===== config.mk =====
export PLATFORM = sky130hd
export DESIGN_NAME = cmd_credit_pool_ctrl
export DESIGN_NICKNAME = d
export VERILOG_FILES = /design/src/rtl/cmd_credit_pool_ctrl.sv
export SDC_FILE = /design/constraint.sdc
export NUM_CORES = 1
export LEC_CHECK = 0
export CAP_MARGIN = 25
export CORE_MARGIN = 10
export CORE_UTILIZATION = 60
export DETAILED_ROUTE_END_ITERATION = 12
export DONT_BUFFER_PORTS = 1
export GPL_TIMING_DRIVEN = 0
export PLACE_DENSITY_LB_ADDON = 0.15
export REMOVE_ABC_BUFFERS = 1
export SYNTH_ARGS = -nofsm -noshare
export SYNTH_HDL_FRONTEND = slang
export SYNTH_SLANG_ARGS = --single-unit

===== constraint.sdc =====
create_clock -name clock -period 7.75 [get_ports clock]
set_input_delay 1.1625 -clock clock [delete_from_list [all_inputs] [get_ports clock]]
set_output_delay 1.1625 -clock clock [all_outputs]
set_load 0.02 [all_outputs]

===== src/rtl/cmd_credit_pool_ctrl.sv =====
// Per-channel command credit pools with a round-robin issue grant.
// Quotas are latched on cfg_load and clamped to min(croom, CREDITS_MAX).
// Counters drop when a grant issues and rise when a response returns.
// Drain stops new grants and waits for every credit to come home.
module cmd_credit_pool_ctrl #(
  parameter int unsigned NUM_CHANNELS = 4,
  parameter int unsigned CREDITS_MAX  = 64,
  parameter int unsigned CNT_W        = $clog2(CREDITS_MAX) + 1,
  localparam int unsigned CH_W        = $clog2(NUM_CHANNELS)
) (
  input  logic                          clock,
  input  logic                          rstn,
  input  logic                          enabled,
  input  logic [7:0]                    croom,
  input  logic [NUM_CHANNELS*CNT_W-1:0] cfg_credits,
  input  logic                          cfg_load,
  input  logic [NUM_CHANNELS-1:0]       req_valid,
  output logic [NUM_CHANNELS-1:0]       grant,
  input  logic                          rsp_valid,
  input  logic [CH_W-1:0]               rsp_channel,
  input  logic                          drain_req,
  output logic                          drain_done,
  output logic [NUM_CHANNELS*CNT_W-1:0] credits_avail,
  output logic                          cfg_error
);

  localparam int unsigned SUM_W = CNT_W + 2;

  typedef enum logic [2:0] {StIdle, StLoad, StRun, StDrain, StDrained} state_e;

  state_e state_q, state_d;

  logic [NUM_CHANNELS-1:0][CNT_W-1:0] cfg_q, quota_q, quota_d, count_q, count_d, clamped;
  logic [NUM_CHANNELS-1:0]            grant_q, grant_d, eligible, rsp_hit;
  logic [CH_W-1:0]                    ptr_q, ptr_d, idx;
  logic                               err_q, err_d, found, cfg_accept, all_home;
  logic [SUM_W-1:0]                   limit, sum, remaining;

  // cfg_load is only honoured while no pool is live
  assign cfg_accept = enabled & cfg_load & ((state_q == StIdle) | (state_q == StDrained));
  assign all_home   = (count_d == quota_q);

  // State register
  always_ff @(posedge clock or negedge rstn) begin
    if (!rstn) state_q <= StIdle;
    else       state_q <= state_d;
  end

  // Next-state logic; dropping enabled wins over everything
  always_comb begin
    state_d = state_q;
    if (!enabled) begin
      state_d = StIdle;
    end else begin
      unique case (state_q)
        StIdle:    if (cfg_load) state_d = StLoad;
        StLoad:    state_d = StRun;
        StRun:     if (drain_req) state_d = StDrain;
        StDrain:   if (all_home) state_d = StDrained;
        StDrained: begin
          if (cfg_load)        state_d = StLoad;
          else if (!drain_req) state_d = StRun;
        end
        default:   state_d = StIdle;
      endcase
    end
  end

  // Outputs; grant is masked by enabled in the same cycle
  always_comb begin
    grant         = grant_q & {NUM_CHANNELS{enabled}};
    drain_done    = (state_q == StDrained);
    cfg_error     = err_q;
    credits_avail = count_q;
  end

  // Clamp quotas in channel order so the total never exceeds the limit
  always_comb begin
    limit = SUM_W'(croom);
    if (limit > SUM_W'(CREDITS_MAX)) limit = SUM_W'(CREDITS_MAX);
    sum       = '0;
    remaining = limit;
    clamped   = '0;
    for (int i = 0; i < NUM_CHANNELS; i++) begin
      sum = sum + SUM_W'(cfg_q[i]);
      if (SUM_W'(cfg_q[i]) <= remaining) begin
        clamped[i] = cfg_q[i];
        remaining  = remaining - SUM_W'(cfg_q[i]);
      end else begin
        // remaining never exceeds CREDITS_MAX, so it fits in CNT_W bits
        clamped[i] = remaining[CNT_W-1:0];
        remaining  = '0;
      end
    end
  end

  // Round-robin pick; a channel whose last credit is already being granted is skipped
  always_comb begin
    grant_d = '0;
    ptr_d   = ptr_q;
    found   = 1'b0;
    idx     = '0;
    for (int i = 0; i < NUM_CHANNELS; i++) begin
      eligible[i] = req_valid[i] & (count_q[i] != CNT_W'(grant_q[i]));
    end
    if (state_q == StLoad) begin
      ptr_d = '0;
    end else if (enabled && (state_q == StRun) && !drain_req) begin
      for (int k = 0; k < NUM_CHANNELS; k++) begin
        idx = CH_W'((int'(ptr_q) + k) % NUM_CHANNELS);
        if (!found && eligible[idx]) begin
          found        = 1'b1;
          grant_d[idx] = 1'b1;
          if (int'(idx) == NUM_CHANNELS - 1) ptr_d = '0;
          else                               ptr_d = idx + CH_W'(1);
        end
      end
    end
  end

  // Quota load, credit accounting and sticky error
  always_comb begin
    quota_d = quota_q;
    count_d = count_q;
    err_d   = err_q;
    rsp_hit = '0;
    for (int i = 0; i < NUM_CHANNELS; i++) begin
      rsp_hit[i] = rsp_valid & (rsp_channel == CH_W'(i));
    end
    if (!enabled) begin
      count_d = '0;
    end else if (state_q == StLoad) begin
      quota_d = clamped;
      count_d = clamped;
      err_d   = (sum > limit);
    end else if (state_q != StIdle) begin
      for (int i = 0; i < NUM_CHANNELS; i++) begin
        if (rsp_hit[i] && !grant_q[i]) begin
          // A return with nothing outstanding saturates and flags the error
          if (count_q[i] >= quota_q[i]) err_d = 1'b1;
          else                          count_d[i] = count_q[i] + CNT_W'(1);
        end else if (grant_q[i] && !rsp_hit[i]) begin
          count_d[i] = count_q[i] - CNT_W'(1);
        end
      end
    end
  end

  // Datapath registers
  always_ff @(posedge clock or negedge rstn) begin
    if (!rstn) begin
      cfg_q   <= '0;
      quota_q <= '0;
      count_q <= '0;
      grant_q <= '0;
      ptr_q   <= '0;
      err_q   <= 1'b0;
    end else begin
      if (cfg_accept) cfg_q <= cfg_credits;
      quota_q <= quota_d;
      count_q <= count_d;
      grant_q <= grant_d;
      ptr_q   <= ptr_d;
      err_q   <= err_d;
    end
  end

endmodule


# Yosys cells after proc, flatten, opt, wreduce, memory -nomap -nowiden

Index checks and enable logic that the tools add are counted.

Bitwise gates (word level): 15
Reduce and logical (&&, ||, !) cells: 39
Equal/unequal tests: 20
Muxes and demuxes: 87
Magnitude comparators: 18
Add/subtract/negate cells: 21

Operator list:

| cell                  | count |
|---|---|
| $mux W7               | 16 |
| $mux W28              | 3 |
| $mux W4               | 12 |
| $le A7 B9 Y1          | 4 |
| $add A7 B1 Y7 const B | 4 |
| $eq A28 B28 Y1        | 1 |
| $ge A7 B7 Y1          | 4 |
| $ne A7 B1 Y1          | 4 |
| $sub A7 B1 Y7 const B | 4 |
| $mux W1               | 27 |
| $mux W9               | 3 |
| $sub A9 B7 Y9         | 3 |
| $mux W2               | 10 |
| $mux W3               | 6 |
| $logic_and A1 B1 Y1   | 17 |
| $pmux W3 S5           | 1 |
| $eq A2 B2 Y1 const B  | 6 |
| $logic_not A1 Y1      | 12 |
| $lt A2 B3 Y1 const B  | 4 |
| $or A4 B4 Y4          | 3 |
| $add A2 B1 Y2 const B | 5 |
| $and A1 B1 Y1         | 10 |
| $add A8 B7 Y9         | 1 |
| $add A9 B7 Y9         | 1 |
| other kinds (23)      | 39 |

Register bits: 94
Output and inout port bits: 34
Logic and storage cells: 216

# Logic depth before layout (Yosys ltp)

Depth after elaboration: 22
Mapped depth: 42
Depth with buffers taken out: 39

# Worst setup path after synthesis

OpenSTA, ideal clock, no wires.

Path kind: input port to flip-flop
From: input port croom[7]
To: register state_q[0]
Setup time: 0.126 ns
Arrival: 9.642 ns
Stages on the path: 41
Required time: 7.624 ns
Path slack: -2.019 ns
Path through: nor2_1 > nand2_1 > inv_1 > ha_1 > buf_2 > a21oi_1 > o21ai_0 > a21oi_1 > buf_2 > nor3_1 > ha_1 > a21o_1 > a21oi_1 > a21oi_2 > nor4_2 > nand2_1 > and2_1 > ha_1 > (+5 left out) > and2_1 > clkbuf_1 > buf_1 > nand2b_1 > ha_1 > nand4_1 > o22ai_1 > a21oi_1 > o22ai_1 > a221oi_1 > o2111ai_1 > nor4_1 > nand4_1 > nor4_1 > nand4_1 > nor4_2 > nand3_1 > a311o_1

Cells in the longest elaborated chain, start to end: 15
Elaborated cells between the ends (all ways): 21

Ends and longest elaborated chain:

| what                                                 | RTL line | RTL |
|---|---|---|
| from (decl)                                          | 14       | `input logic [7:0] croom,` |
| $gt A8 B7 Y1                                         | 80       | `if (limit > SUM_W'(CREDITS_MAX)) limit = SUM_W'(CREDITS_MAX);` |
| $mux W8 (*)                                          | 80       |  |
| $sub A9 B7 Y9 / $le A7 B9 Y1 (equally long branches) | 88, 86   |  |
| $mux W9                                              | 86       | `if (SUM_W'(cfg_q[i]) <= remaining) begin` |
| $sub A9 B7 Y9 / $le A7 B9 Y1 (equally long branches) | 88, 86   |  |
| $mux W9                                              | 86       |  |
| $sub A9 B7 Y9 / $le A7 B9 Y1 (equally long branches) | 88, 86   |  |
| $mux W9                                              | 86       |  |
| $le A7 B9 Y1                                         | 86       |  |
| $mux W7                                              | 86       |  |
| $mux W28 (*)                                         | 132      | `end else if (state_q == StLoad) begin` |
| $mux W28 (*)                                         | 130      | `if (!enabled) begin` |
| $eq A28 B28 Y1 (*)                                   | 41       | `assign all_home = (count_d == quota_q);` |
| $ne A3 B3 Y1 (no line) (*)                           | -        |  |
| $reduce_and A4 Y1 (no line) (*)                      | -        |  |
| to (signal assigned)                                 | 45       | `if (!rstn) state_q <= StIdle;` |
| to (signal assigned)                                 | 46       | `else state_q <= state_d;` |
| to (decl)                                            | 31       | `state_e state_q, state_d;` |

Every way passes the cells marked *; elsewhere a longest branch is shown, timed or not.
A chain may end at the register's enable or synchronous reset.

==> results.txt <==
Final WL = 32700 um
1st-pass router iterations = 5
CP max-delay cell = or4b_4
Post-DP HPWL = 23100 um
Reg2reg end = state_q[0]$_DFFE_PN0P_
R2r setup slk = -0.38 ns
Crit path largest cell delay = 0.55 ns
CTS tree = built
Failing checks = setup timing
Worst endpoint required time = 8.00 ns
Top cell type's share of synthesized area = 24.5%
Register area share after synthesis = 24.5%
Max cap viols = 0
Clock Skews = 0.0116 ns
Slew HR = 26.4%
I/O Buffers = 0
Post-route minimum period = 8.59 ns
Endpoints failing setup = 8
Status = complete, but fails checks
Most numerous cell in the Yosys netlist = nand2_1
Standard-cell rows = 46
Worst-path clk slew = 0.07 ns
Syn Inst Count = 1198
Syn Area/Cell = 8.00 um2
Count of state elements after synthesis = 94
GP Congestion = 0.975
Ranking of synthesized cells by area = dfrtp_1 25%, ha_1 11%, o21ai_0 5.7%, nand2_1 4.9%, fa_1 3.5%
Die area = 0.0214 mm2
Detailed-route via count = 9842
Main synth FF type = dfrtp_1
Largest area contributor in the netlist = dfrtp_1
Pin count of the biggest net entering global routing = 95
Setup tns final = -2.74 ns
Antenna cell count = 0
Multi-input logic area = 0.00724 mm2
Die X = 146 um
Number of flops mapped to enable cells by yosys = 0
Core area = 0.0158 mm2
Worst R2R Start = cfg_q[0]$_DFFE_PN0P_
Clock Sinks = 94
Final hold vios = 0
Synth-to-layout area growth = 15.3%
Crit path launch type = primary input
Distinct cells, synth = 91
Layout net count = 1370
Endpoint class of the critical path = register
First-pass GRT wire length = 51600 um
Fmax = 116 MHz
Worst hold path stage count = 1
Worst slew pin tran = 1.09 ns
CTS Root Cell = clkbuf_16
Crit path kind = in -> reg
Ports = 82
Critical hold path startpoint = quota_q[11]$_DFFE_PN0P_
Via density = 6.83
Mapped cell area = 0.00959 mm2
Vias in the first global route = 9213
RSZ-0062 raised after global routing = yes
DR DRC count = 0
Initial antenna violation count = 0
Fraction of layout cells with a size suffix above 1 = 15.7%
Inserted Clock Buffers = 9
CP most frequent cell = buf_4
Final ANT Viol Nets = 0
Clock latency on the worst-skew pair = 0.36 ns
Seq. cell area = 0.00235 mm2
Die Y = 146 um
Final Max Slew Viols = 0
Final Cycle Share = 111%
Synth cell count leaders = 126 x nand2_1, 109 x o21ai_0, 94 x dfrtp_1
Buf/Inv on CP = 5
Critical path peak fanout = 8
Worst path arrival time = 8.83 ns
Gr usage total = 29.4%
H-tree levels = 3
Worst reg2reg path depth = 34
Setup WS pre-CTS = -4.01 ns
Initial Util = 60.8%
DRT iter0 DRCs = 1289
Clock tree buffer depth = 2
Fillers = 1253
Crit path max-delay family = compound AO/OA/AOI/OAI gates
Hold Crit Class = reg -> reg
WHS Endpoint = quota_q[11]$_DFFE_PN0P_
Ys async rst share = 100%
Grt ovf = 0
Yosys warnings = 0
Final WS setup = -0.840 ns
Hold-fix buffers at CTS = 0
Detailed-route wire length per cell = 22.7 um
## layer usage
| metal | vias to the layer above | track usage [%] | share of wire [%] |
|---|---|---|---|
| met5 | - | 0 | 0 |
| met4 | 0 | 12.1 | 4.0 |
| met3 | 88 | 6.33 | 9.7 |
| met2 | 582 | 45.9 | 46 |
| met1 | 4711 | 38.6 | 41 |
| li1 | 4461 | - | - |
## per-stage QoR
| step | util (%) | cell area, um2 | hold WS (ns) | std cells |
|---|---|---|---|---|
| after global routing | 70.1 | 11100 | 0.477 | 1440 |
| after floorplan | - | 9360 | 0.449 | 1142 |
| final | 70.1 | 11100 | 0.481 | 1440 |
| after CTS | 69.0 | 10900 | 0.481 | 1433 |
| after detailed placement | 62.1 | 9800 | 0.467 | 1370 |
| after global placement | 61.1 | 9630 | 0.460 | 1358 |
## worst max-delay path by stage
stage | start | endpoint | slack, ns | depth (start not counted)
final | croom[6] | state_q[0]$_DFFE_PN0P_ | -0.84 | 37
after global routing | croom[6] | state_q[0]$_DFFE_PN0P_ | -1.12 | 39
after CTS | croom[6] | state_q[0]$_DFFE_PN0P_ | -0.52 | 39
after detailed placement | croom[7] | state_q[0]$_DFFE_PN0P_ | -4.01 | 38
after global placement | croom[7] | state_q[0]$_DFFE_PN0P_ | -4.52 | 37
after floorplan | croom[7] | state_q[0]$_DFFE_PN0P_ | -2.21 | 37
## sequential cells by signal, summed over array words and instances (netlist names)
name,cells
cfg_error,1
cfg_q,28
credits_avail,28
grant_q,4
ptr_q,2
quota_q,28
state_q,3
## cell usage in the layout (no fill, tap or decap), types with 7 or more instances in the layout
cell and instances:
and2_1 8, o21a_1 16, o211ai_1 19, clkbuf_16 9
a2111oi_0 7, a21o_1 18, o21ai_0 105, nor3_1 26
fa_1 15, or3_1 15, and3_1 12, a211o_1 7
inv_1 80, nor2_1 72, a211oi_1 12, o22ai_1 13
ha_4 15, or4_1 9, buf_4 49, xor2_1 10
dfrtp_1 94, nand3_1 29, buf_6 9, a21oi_1 60
nand2_1 118, xnor2_1 27, nand2b_1 19, nor4_1 14
nor2b_1 11, a31oi_1 16, ha_1 67, mux2_2 11
nand4_1 21, nand2_2 7, mux2i_1 26
## layout make-up
| class | count | share of cell area [%] |
|---|---|---|
| clock buffer | 11 | 2.20 |
| multi-input combinational | 966 | 65.5 |
| sequential | 94 | 21.3 |
| timing repair buffer | 66 | 5.51 |
| tap | 216 | 2.44 |
| clock inverter | 5 | 0.317 |
| inverter | 82 | 2.78 |
## what timing repair did
action	CTS	global route
pin swaps	52	1
gates resized for setup	95	15
buffers inserted	47	6
setup endpoints to repair	31	13
## cells by family after synthesis
kind of cell / Yosys count / share of synthesized area [%]
and+or+nand+nor: 419 / 22.2
adders and majority gates: 103 / 14.8
AOI/OAI and AO/OA: 368 / 25.4
DFF: 94 / 24.5
muxes: 38 / 4.12
xor gates and xnor gates: 37 / 3.38
other: 1 / 0.0391
buffers and inverters: 138 / 5.60
## worst register-to-register path, delay by kind of cell, from the launching register on
family / cells / cell delay, ns
AOI/OAI and AO/OA: 12 / 2.98
DFF: 1 / 0.48
and+or+nand+nor: 11 / 2.52
adders and majority gates: 5 / 1.28
xor gates and xnor gates: 1 / 0.15
buffers and inverters: 5 / 0.61
Power is left out: the tool's default activity adds up to more than one toggle a clock period on the data nets, which glitch-free logic cannot reach.
